### src/rtl/calc_pkg.sv
// rtl/calc_pkg.sv - state encoding, LCD strings and hex helper shared by the calculator front end
package calc_pkg;

  localparam int TEXT_W = 256;

  typedef enum logic [5:0] {
    ST_IDLE    = 6'b000001,
    ST_RELEASE = 6'b000010,
    ST_ARM     = 6'b000100,
    ST_RUN     = 6'b001000,
    ST_HOLD    = 6'b010000,
    ST_FAULT   = 6'b100000
  } state_e;

  localparam logic [87:0]  MENU_PREFIX  = "Select Op: ";
  localparam logic [31:0]  PAD4         = "    ";
  localparam logic [127:0] INVALID_LINE = "Invalid Op      ";
  localparam logic [127:0] PRESS_LINE   = "Press Btnc      ";
  localparam logic [255:0] FAULT_TEXT   = "Op Timeout      Press Btnc      ";
  localparam logic [255:0] BLANK_TEXT   = {32{8'h20}};

  function automatic logic [7:0] bin2ascii(input logic [3:0] v);
    return (v < 4'd10) ? (8'h30 + {4'h0, v}) : (8'h37 + {4'h0, v});
  endfunction

endpackage

### src/rtl/calc_op_watchdog.sv
// rtl/calc_op_watchdog.sv - RUN-phase cycle counter, instantiated only with CALC_TIMEOUT_EN
module calc_op_watchdog #(
  parameter int TIMEOUT_CYC = 50_000_000
) (
  input  logic Clk,
  input  logic reset,
  input  logic clear,
  input  logic run,
  output logic expired
);

  localparam int CW = $clog2(TIMEOUT_CYC + 1);

  logic [CW-1:0] count_q, count_d;

  always_comb begin
    count_d = count_q;
    if (clear) begin
      count_d = '0;
    end else if (run) begin
      count_d = count_q + CW'(1);
    end
  end

  always_ff @(posedge Clk or posedge reset) begin
    if (reset) begin
      count_q <= '0;
    end else begin
      count_q <= count_d;
    end
  end

  // count_q equals the index of the current RUN cycle, so the last allowed cycle flags expiry
  assign expired = run && (count_q == CW'(TIMEOUT_CYC - 1));

endmodule

### src/rtl/calc_op_sequencer.sv
// rtl/calc_op_sequencer.sv - menu/launch/run controller for the operation units
// CALC_TIMEOUT_EN adds a RUN watchdog that forces FAULT; otherwise fault is tied low.
module calc_op_sequencer #(
  parameter int N_OPS       = 4,
  parameter int TEXT_W      = calc_pkg::TEXT_W,
  parameter int TIMEOUT_CYC = 50_000_000
) (
  input  logic                    Clk,
  input  logic                    reset,
  input  logic [3:0]              sel,
  input  logic                    btn_next,
  input  logic                    btn_back,
  input  logic [N_OPS-1:0]        op_done,
  input  logic [N_OPS*TEXT_W-1:0] op_text,
  output logic [N_OPS-1:0]        op_reset,
  output logic [N_OPS-1:0]        op_enable,
  output logic [N_OPS-1:0]        op_next,
  output logic [TEXT_W-1:0]       textOut,
  output logic                    busy,
  output logic [3:0]              active_op,
  output logic                    fault
);

  import calc_pkg::*;

  localparam logic [4:0] N_OPS_L = 5'(N_OPS);

  state_e              state_q, state_d;
  logic [3:0]          active_op_q, active_op_d;
  logic [N_OPS-1:0]    op_reset_q, op_reset_d;
  logic [N_OPS-1:0]    op_enable_q, op_enable_d;
  logic [N_OPS-1:0]    op_next_q, op_next_d;
  logic [TEXT_W-1:0]   text_q, text_d;
  logic                busy_q, busy_d;

  logic                sel_valid;
  logic                expired;
  logic                done_act;
  logic [N_OPS-1:0]    act_onehot;
  logic [N_OPS-1:0]    cur_onehot;
  logic [TEXT_W-1:0]   act_text;
  logic [TEXT_W-1:0]   menu_text;

  assign sel_valid  = {1'b0, sel} < N_OPS_L;
  assign cur_onehot = N_OPS'(1) << active_op_q;
  assign act_onehot = N_OPS'(1) << active_op_d;
  assign done_act   = |(op_done & cur_onehot);
  assign menu_text  = sel_valid ? TEXT_W'({MENU_PREFIX, bin2ascii(sel), PAD4, PRESS_LINE})
                                : TEXT_W'({INVALID_LINE, PRESS_LINE});

  always_comb begin
    act_text = TEXT_W'(BLANK_TEXT);
    for (int k = 0; k < N_OPS; k++) begin
      if (active_op_d == 4'(k)) act_text = op_text[k*TEXT_W +: TEXT_W];
    end
  end

`ifdef CALC_TIMEOUT_EN
  calc_op_watchdog #(.TIMEOUT_CYC(TIMEOUT_CYC)) u_watchdog (
    .Clk     (Clk),
    .reset   (reset),
    .clear   (state_q != ST_RUN),
    .run     (state_q == ST_RUN),
    .expired (expired)
  );
`else
  assign expired = 1'b0;
`endif

  always_comb begin
    state_d     = state_q;
    active_op_d = active_op_q;
    case (state_q)
      ST_IDLE: begin
        if (btn_next && sel_valid) begin
          active_op_d = sel;
          state_d     = ST_RELEASE;
        end
      end
      ST_RELEASE: state_d = btn_back ? ST_IDLE : ST_ARM;
      ST_ARM:     state_d = btn_back ? ST_IDLE : ST_RUN;
      ST_RUN: begin
        // abort outranks completion, completion outranks the watchdog
        if (btn_back)      state_d = ST_IDLE;
        else if (done_act) state_d = ST_HOLD;
        else if (expired)  state_d = ST_FAULT;
      end
      ST_HOLD:  if (btn_back || btn_next) state_d = ST_IDLE;
      ST_FAULT: if (btn_next) state_d = ST_IDLE;
      default:  state_d = ST_IDLE;
    endcase
  end

  // Outputs are decoded from the state being entered so the registers line up with the state
  always_comb begin
    op_reset_d  = '1;
    op_enable_d = '0;
    op_next_d   = '0;
    text_d      = menu_text;
    busy_d      = (state_d != ST_IDLE);
    case (state_d)
      ST_RELEASE, ST_HOLD: begin
        op_reset_d  = ~act_onehot;
        op_enable_d = act_onehot;
        text_d      = act_text;
      end
      ST_ARM: begin
        op_reset_d  = ~act_onehot;
        op_enable_d = act_onehot;
        op_next_d   = act_onehot;
        text_d      = act_text;
      end
      ST_RUN: begin
        op_reset_d  = ~act_onehot;
        op_enable_d = act_onehot;
        if ((state_q == ST_RUN) && btn_next) op_next_d = act_onehot;
        text_d      = act_text;
      end
      ST_FAULT: text_d = TEXT_W'(FAULT_TEXT);
      default:  text_d = menu_text;
    endcase
  end

  always_ff @(posedge Clk or posedge reset) begin
    if (reset) begin
      state_q     <= ST_IDLE;
      active_op_q <= '0;
      op_reset_q  <= '1;
      op_enable_q <= '0;
      op_next_q   <= '0;
      text_q      <= TEXT_W'(BLANK_TEXT);
      busy_q      <= 1'b0;
    end else begin
      state_q     <= state_d;
      active_op_q <= active_op_d;
      op_reset_q  <= op_reset_d;
      op_enable_q <= op_enable_d;
      op_next_q   <= op_next_d;
      text_q      <= text_d;
      busy_q      <= busy_d;
    end
  end

`ifdef CALC_TIMEOUT_EN
  logic fault_q, fault_d;

  always_comb fault_d = (state_d == ST_FAULT);

  always_ff @(posedge Clk or posedge reset) begin
    if (reset) begin
      fault_q <= 1'b0;
    end else begin
      fault_q <= fault_d;
    end
  end

  assign fault = fault_q;
`else
  assign fault = 1'b0;
`endif

  assign op_reset  = op_reset_q;
  assign op_enable = op_enable_q;
  assign op_next   = op_next_q;
  assign textOut   = text_q;
  assign busy      = busy_q;
  assign active_op = active_op_q;

endmodule

### config.mk
export PLATFORM = sky130hd
export DESIGN_NAME = calc_op_sequencer
export DESIGN_NICKNAME = d
export VERILOG_FILES = /design/src/rtl/calc_pkg.sv /design/src/rtl/calc_op_watchdog.sv /design/src/rtl/calc_op_sequencer.sv
export SDC_FILE = /design/constraint.sdc
export NUM_CORES = 1
export LEC_CHECK = 0
export CAP_MARGIN = 25
export CORE_AREA = 5 5 502 504
export CTS_BUF_LIST = sky130_fd_sc_hd__clkbuf_4
export CTS_CLUSTER_DIAMETER = 200
export DETAILED_ROUTE_END_ITERATION = 6
export DIE_AREA = 0 0 507 509
export GPL_TIMING_DRIVEN = 0
export PLACE_DENSITY = 0.3
export SYNTH_ARGS = -nofsm -noshare
export SYNTH_HDL_FRONTEND = slang
export SYNTH_SLANG_ARGS = --single-unit
### constraint.sdc
create_clock -name Clk -period 8.2 [get_ports Clk]
set_input_delay 0.82 -clock Clk [delete_from_list [all_inputs] [get_ports Clk]]
set_output_delay 0.82 -clock Clk [all_outputs]
set_load 0.02 [all_outputs]
==> metrics, run 1 <==
status=finished, final reports clean; first-pass GRT wire length=about 280,000 um; Hold Startpoint=op_text[589]; post-synthesis cell type count=66; Chip Width=about 510 um; Post-CTS Setup Bufs=0; simple-gate area share of the yosys netlist=0.0497; worst reg-to-reg setup slack=approximately 3700 ps; Cell Chain, Critical Path=nor4b_4 -> nand3_4 -> clkinv_2 -> mux2i_4 -> inv_2 -> o21ai_1 -> buf_6 -> clkbuf_1 -> a21oi_1 -> o21ai_0; Slew @ Worst Pin=between 1000 and 1500 ps; highest-count cells in the layout ignoring fill and taps=clkdlybuf4s50_1 (1,308), a22oi_1 (248), dfrtp_1 (242); IR drop worst, VDD=approximately 0.00012 V; pwr dens=269 nW/um2; Post-Synth XOR/XNOR Area=0.00121; Top FF cell, synth=dfrtp_1; Sink Count=279; hold path endpoint=textOut[77]$_DFF_PP1_; Post-synth EDFFs=0; Yosys warnings=0; crit share post-route=0.550; Area Growth Syn to Fin=133%; Fmax achieved=about 220 MHz; die area=258,000 um2; setup_tns=0 ps; # port buffers=around 1,300; Core Footprint=roughly 250,000 um2; die height=between 500 and 600 um; critical path class=register to register; post-route minimum period=between 4000 and 5000 ps; clk slew on worst S/H paths=70 ps; CP endpoint kind=register; DRT Wirelength=233,000 um; crit path DAT=5400 ps; TritonCTS clock tree=built; post-synthesis mux area share=0.0331; htree depth=3; post-route ant nets=0; Slew HR=0.221; reg2reg end=textOut[93]$_DFF_PP1_; Root Buffer=clkbuf_4; vias in the first global route=22,200; slowest cell delay on critical path=about 680 ps; RSZ-0062 raised after global routing=no; CP Max Fanout=10; Hold Crit Depth=3; Worst EP required=9090 ps; #FFs+latches synth=about 280; Worst Clk Skew=around 90 ps; fin nets=about 3,900; Inserted Clock Buffers=between 100 and 150; FF-to-FF path depth=10; Avg WL per Cell=between 30 and 40 um; CP startpoint kind=register; clk_lat worst skew=between 1000 and 1500 ps; final instance area=33,600 um2; worst hold path class=input port to register; dpl cell area=about 32,000 um2; most common cell after layout, fill and taps aside=clkdlybuf4s50_1; largest net degree at the start of global routing=35; DR pass1 iterations=6; area of the mapped netlist=roughly 14,000 um2; Post-Syn Nets=between 2,000 and 2,500; Max Cap Violations=0; row cnt=about 180; detailed-route DRC error count=0; fin. max-slew vios=0; cells after synthesis=around 1,400; # IOs=1,310; ys async rst share=1.00; GR Overflow Total=0; CTS Buffer Depth=3; initial core utilization=0.0584; total track usage=0.173; PostCTS Resize Cnt=0; Avg Inst Size Synth=approximately 10 um2; fraction of layout cells with a size suffix above 1=0.125; final setup fails=0; RR Startpoint=state_q[3]$_DFF_PP0_; adder-cell area share of the yosys netlist=0; leakage=12.0 nW; Compound-Gate Fraction of Synth Area=0.370; Vias=about 21,000; Final Hold Fails=0; DP HPWL=205,000 um; sequential element share of the synthesized area=0.487; Routability Congestion=0.904; largest family of logic cells by synthesized area=compound AO/OA/AOI/OAI gates; initial antenna violation count=roughly 210; CP max-delay cell=mux2i_4; Initial DRC Count=~1,500; Via density=approximately 3.4
==> sequential cells by signal, indices dropped and copies added, names as in the netlist <==
register / cells
op_enable: 4
op_next: 4
busy: 1
state_q: 6
active_op: 4
op_reset: 4
textOut: 256
==> per-stage QoR <==
| stage | utilization | hold WS, ps | cells | worst slack, ps | power (mW) |
|---|---|---|---|---|---|
| finish | 0.136 | 354 | 6226 | 3690 | 9.04 |
| global route | 0.136 | 152 | 6196 | 3450 | 9.61 |
| CTS | 0.136 | 46.4 | 6182 | 3380 | 9.39 |
| detailed placement | 0.130 | 587 | 5979 | 2600 | 7.29 |
| global placement | 0.128 | 572 | 5952 | -626 | 7.16 |
| floorplan | - | 669 | 1407 | 3720 | 3.89 |
==> layer usage <==
layer	GRT usage	routed length (um)	up-vias
met3	0.0935	29100	445
met2	0.283	107000	1479
met1	0.202	92000	10500
met5	0	1070	-
li1	-	-	8727
met4	0.0293	4250	164
==> power breakdown <==
group	total [mW]	switching (mW)	internal, mW
Clock	1.93	0.954	0.974
Combinational	5.39	3.55	1.84
Sequential	1.73	0.0920	1.63
==> worst max path at each step <==
stage	startpoint	end	slack, ps	cells after the start
final	state_q[3]$_DFF_PP0_	textOut[93]$_DFF_PP1_	3690	10
after global routing	state_q[5]$_DFF_PP0_	textOut[93]$_DFF_PP1_	3450	10
after CTS	state_q[3]$_DFF_PP0_	textOut[162]$_DFF_PP0_	3380	8
after detailed placement	btn_next	textOut[141]$_DFF_PP1_	2600	9
after global placement	reset	textOut[158]$_DFF_PP0_	-630	2
after floorplan	reset	active_op[0]$_DFF_PP0_	3720	1
==> cell type report <==
| type | count | area, um2 |
|---|---|---|
| Sequential cell | 279 | 7030 |
| Clock inverter | 46 | 285 |
| Inverter | 13 | 53.8 |
| Timing Repair Buffer | 1337 | 13600 |
| Buffer | 168 | 800 |
| Fill cell | 28400 | 214000 |
| Multi-Input combinational cell | 947 | 6560 |
| Tap cell | 3237 | 4050 |
| Clock buffer | 156 | 1170 |
| Antenna cell | 43 | 108 |
==> logic make-up (layout without fill, tap and decap cells) <==
group / count (synthesis) / count (layout)
simple gates: 135 / 135
xor+xnor: 2 / 2
buf+inv: 181 / 1720
compound gates: 767 / 767
flops: 279 / 279
other cells: 1 / 44
mux: 42 / 42
==> what timing repair did <==
| action | in CTS | in global routing |
|---|---|---|
| hold buffers | 1 | 0 |
| endpoints found under the setup margin | 0 | 0 |
| endpoints found under the hold margin | 10 | 0 |
==> worst max-delay path: cells and delay by family, from the launching register on <==
family          cells  cell delay [ps]
simple gates        2              640
flops               1              480
buf+inv             4             1430
compound gates      3             1050
mux                 1              680
==> synthesized netlist by cell type (4+ instances only) <==
cell      number  area share
buf_6          8      0.0062
a221oi_1      63       0.038
a22o_1        21       0.013
nor2_1        51       0.013
o22ai_1      138       0.060
mux2_1        15       0.012
a21oi_1       62       0.022
o21a_1        22       0.011
nor3_1         4      0.0014
nor4_1         4      0.0017
o221ai_1       8      0.0049
o21ai_0      134       0.046
dfstp_2       37       0.067
nand2_1       29      0.0075
o31ai_1        4      0.0021
mux2_2        21       0.016
nand4_1       19      0.0082
mux2i_1        5      0.0035
a21o_1         4      0.0021
clkbuf_1      79       0.021
o211ai_1       4      0.0021
a222oi_1      37       0.026
buf_2         76       0.026
a22oi_1      248        0.13
dfrtp_1      242        0.42
inv_1         10      0.0026
No activity file was read; power rests on OpenSTA's default activity.
==> inputs of run 2 (changes only) <==
--- a/config.mk
+++ b/config.mk
@@ -6,11 +6,11 @@
 export NUM_CORES = 1
 export LEC_CHECK = 0
 export CAP_MARGIN = 25
-export CORE_AREA = 5 5 502 504
+export CORE_AREA = 5 5 507 509
 export CTS_BUF_LIST = sky130_fd_sc_hd__clkbuf_4
 export CTS_CLUSTER_DIAMETER = 200
 export DETAILED_ROUTE_END_ITERATION = 6
-export DIE_AREA = 0 0 507 509
+export DIE_AREA = 0 0 512 514
 export GPL_TIMING_DRIVEN = 0
 export PLACE_DENSITY = 0.3
 export SYNTH_ARGS = -nofsm -noshare
==> constraint.sdc (replaced) <==
create_clock -name Clk -period 4.6 [get_ports Clk]
set_input_delay 0.46 -clock Clk [delete_from_list [all_inputs] [get_ports Clk]]
set_output_delay 0.46 -clock Clk [all_outputs]
set_load 0.02 [all_outputs]
==> run 2 against run 1 <==
Net effect:
- the flow now finishes with violations (DRC)
- clock-buffer cell count down 6
- first-iteration DRC count up 21%
- power up 97%
- global-route usage up 0.16 points
- sequential power up 78%
- final cell count up 13%
- critical path type unchanged
- register-to-register slack worse by 3500 ps
==> metrics, run 2 (synthesized netlist as in run 1, its figures left out) <==
leakage=14.8 nW (+23%); Clk network pwr share=0.184 (-0.029); Reg power frac=0.173 (-0.018); Inserted Clock Buffers=108 (-0.92%); Area Growth Syn to Fin=182%; largest net degree at the start of global routing=35 (unchanged); # IOs=1,310 (unchanged); detailed-route DRC error count=4 (+4); crit path DAT=5380 ps (-20 ps); Worst Slack Setup Final=139 ps (-3550 ps); row cnt=185 (+1.1%); Cell Chain, Critical Path=or4b_1 -> nor4_1 -> a21o_1 -> buf_2 -> buf_2 -> buf_2 -> a22oi_1 -> dlygate4sd3_1 -> o22ai_1; worst reg-to-reg setup slack=140 ps (-3550 ps); fraction of layout cells with a size suffix above 1=0.0998 (-0.0254); FF-to-FF path depth=9 (-1); flip-flop count of the largest register after layout=256 (unchanged); pwr dens=437 nW/um2 (+62%); Fmax achieved=224 MHz (+1.2%); IR drop worst, VDD=0.000187 V (+59%); Vias=24,500 (+15%); TritonCTS clock tree=built; Sw Pwr=8.52 mW (+85%); CP Max Fanout=10 (unchanged); slowest cell delay on critical path=750 ps (+70 ps); total track usage=0.175 (+0.00164); GR Overflow Total=0 (unchanged); Final Hold Fails=0 (unchanged); critical path class=register to register; Buf/Inv on CP=4 (unchanged); Worst path top cell family by delay=buffers and inverters; CP endpoint kind=register; initial antenna violation count=237 (+12%); DR pass1 iterations=7 (+1); CTS Buffer Depth=3 (unchanged); setup_tns=0 ps (unchanged); most frequent CP cell=buf_2; Initial DRC Count=1,861 (+21%); clk slew on worst S/H paths=80 ps (about the same); Slew HR=0.223 (+0.00174); Max Cap Violations=0 (unchanged); Sink Count=279 (unchanged); met1 wire length=93,900 um (+2.1%); crit share post-route=0.970 (+0.419); die height=514 um (+0.98%); switching part of the total power=0.479 (-0.0293); met3 wire len=30,400 um (+4.5%); post-route minimum period=4460 ps (-52.6 ps); metal2 WL=107,000 um (+0.53%); fin. max-slew vios=0 (unchanged); htree depth=3 (unchanged); Root Buffer=clkbuf_4; DP HPWL=209,000 um (+1.6%); CP max-delay cell=buf_2; die area=263,000 um2 (+2.0%); Core Footprint=253,000 um2 (+2.1%); Finished Layout Cells=7,065 (+13%); status=finished, violations left; Routability Congestion=0.886 (-2.0%); top sig layer=met5; fin nets=4,590 (+18%); RR Startpoint=state_q[0]$_DFF_PP1_; Hold Crit Depth=3 (unchanged); vias in the first global route=25,600 (+15%); initial core utilization=0.0571 (-0.00121); first-pass GRT wire length=297,000 um (+5.0%); Finished Core Util=0.161 (+0.0253); clk_lat worst skew=1110 ps (about the same); Chip Width=512 um (+0.99%); reg2reg end=textOut[10]$_DFF_PP0_; Worst EP required=5520 ps (-3570 ps); Internal=9.28 mW (+110%); final setup fails=0 (unchanged); highest-count cells in the layout ignoring fill and taps=clkdlybuf4s50_1 (1,308), dlygate4sd3_1 (702), a22oi_1 (248); Via density=3.46 (+0.98%); Gate power share=0.642 (+0.046); dpl ws=-670 ps (-3270 ps); Avg WL per Cell=33.9 um (-9.3%); CP startpoint kind=register; placed cells=6,105 (+2.1%); most common cell after layout, fill and taps aside=clkdlybuf4s50_1; Worst Clk Skew=119 ps (+28.7 ps); worst hold path class=input port to register; # port buffers=1,308 (unchanged); RSZ-0062 raised after global routing=yes; DRT Wirelength=240,000 um (+2.9%); Slew @ Worst Pin=1170 ps (+6.32 ps); post-route ant nets=0 (unchanged); Hold Startpoint=op_text[349]; hold path endpoint=textOut[93]$_DFF_PP1_; failing checks=DRC
==> run 2: cell count changes in the layout (fill, tap and decap cells not counted), sizes merged <==
cell,delta
buf,-3
clkinv,+6
bufinv,-2
diode,+10
inv,+1
clkinvlp,+1
dlygate4sd3,+701
clkbuf,-4
==> run 2: final cells by class <==
cell class	count	area [um2]
inverters	13	53.8
diodes	53	133
flip-flops and latches	279	7030
well taps	3366	4210
repair buffers	2037	20500
fillers	28500	212000
clock buffers	150	1130
multi-input cells	947	6570
plain buffers	168	825
clock inverters	52	255
==> run 2: timing repair <==
action / in CTS / in global routing
buffers inserted: 0 / 3
hold endpoints to repair: 273 / 0
hold buffers: 702 / 0
gates resized for setup: 6 / 15
endpoints found under the setup margin: 11 / 87
pin swaps: 1 / 1
==> run 2: how the worst max path moves through the flow <==
| stage | startpoint | endpoint | slack [ps] | cells past startpoint |
|---|---|---|---|---|
| after CTS | active_op[1]$_DFF_PP0_ | textOut[204]$_DFF_PP0_ | 10 | 10 |
| final | state_q[0]$_DFF_PP1_ | textOut[10]$_DFF_PP0_ | 140 | 9 |
| after detailed placement | btn_next | textOut[53]$_DFF_PP1_ | -670 | 11 |
| after floorplan | reset | active_op[0]$_DFF_PP0_ | 480 | 1 |
| after global routing | state_q[2]$_DFF_PP0_ | textOut[209]$_DFF_PP0_ | -30 | 10 |
| after global placement | reset | textOut[66]$_DFF_PP0_ | -4040 | 2 |
==> run 2: power by group through the flow <==
| stage | registers (mW) | logic (mW) | clock network [mW] |
|---|---|---|---|
| after floorplan | 3.64 | 3.30 | 0 |
| after global placement | 3.14 | 9.60 | 0 |
| after detailed placement | 3.13 | 9.73 | 0 |
| after CTS | 3.09 | 11.6 | 3.58 |
| after global routing | 3.12 | 12.1 | 3.62 |
| final | 3.08 | 11.4 | 3.28 |
==> run 2: metrics by stage <==
step                      instance area, um2  hold WS (ps)  power [mW]
after detailed placement               32200           567        12.9
after global placement                 31700           565        12.7
after global routing                   40700          48.8        18.9
after floorplan                        14400           583        6.94
final                                  40800           209        17.8
after CTS                              40600          2.91        18.3
==> run 2: worst register-to-register path: cells and delay by family, from the launching register on <==
family,cells,cell delay (ps)
buf+inv,4,2070
compound gates,3,620
flops,1,590
simple gates,2,1000
==> run 2: per-layer routing <==
| metal | up-vias | track usage |
|---|---|---|
| li1 | 10100 | - |
| met1 | 12000 | 0.204 |
| met2 | 1661 | 0.280 |
| met3 | 514 | 0.0930 |
| met4 | 184 | 0.0425 |
| met5 | - | 0 |
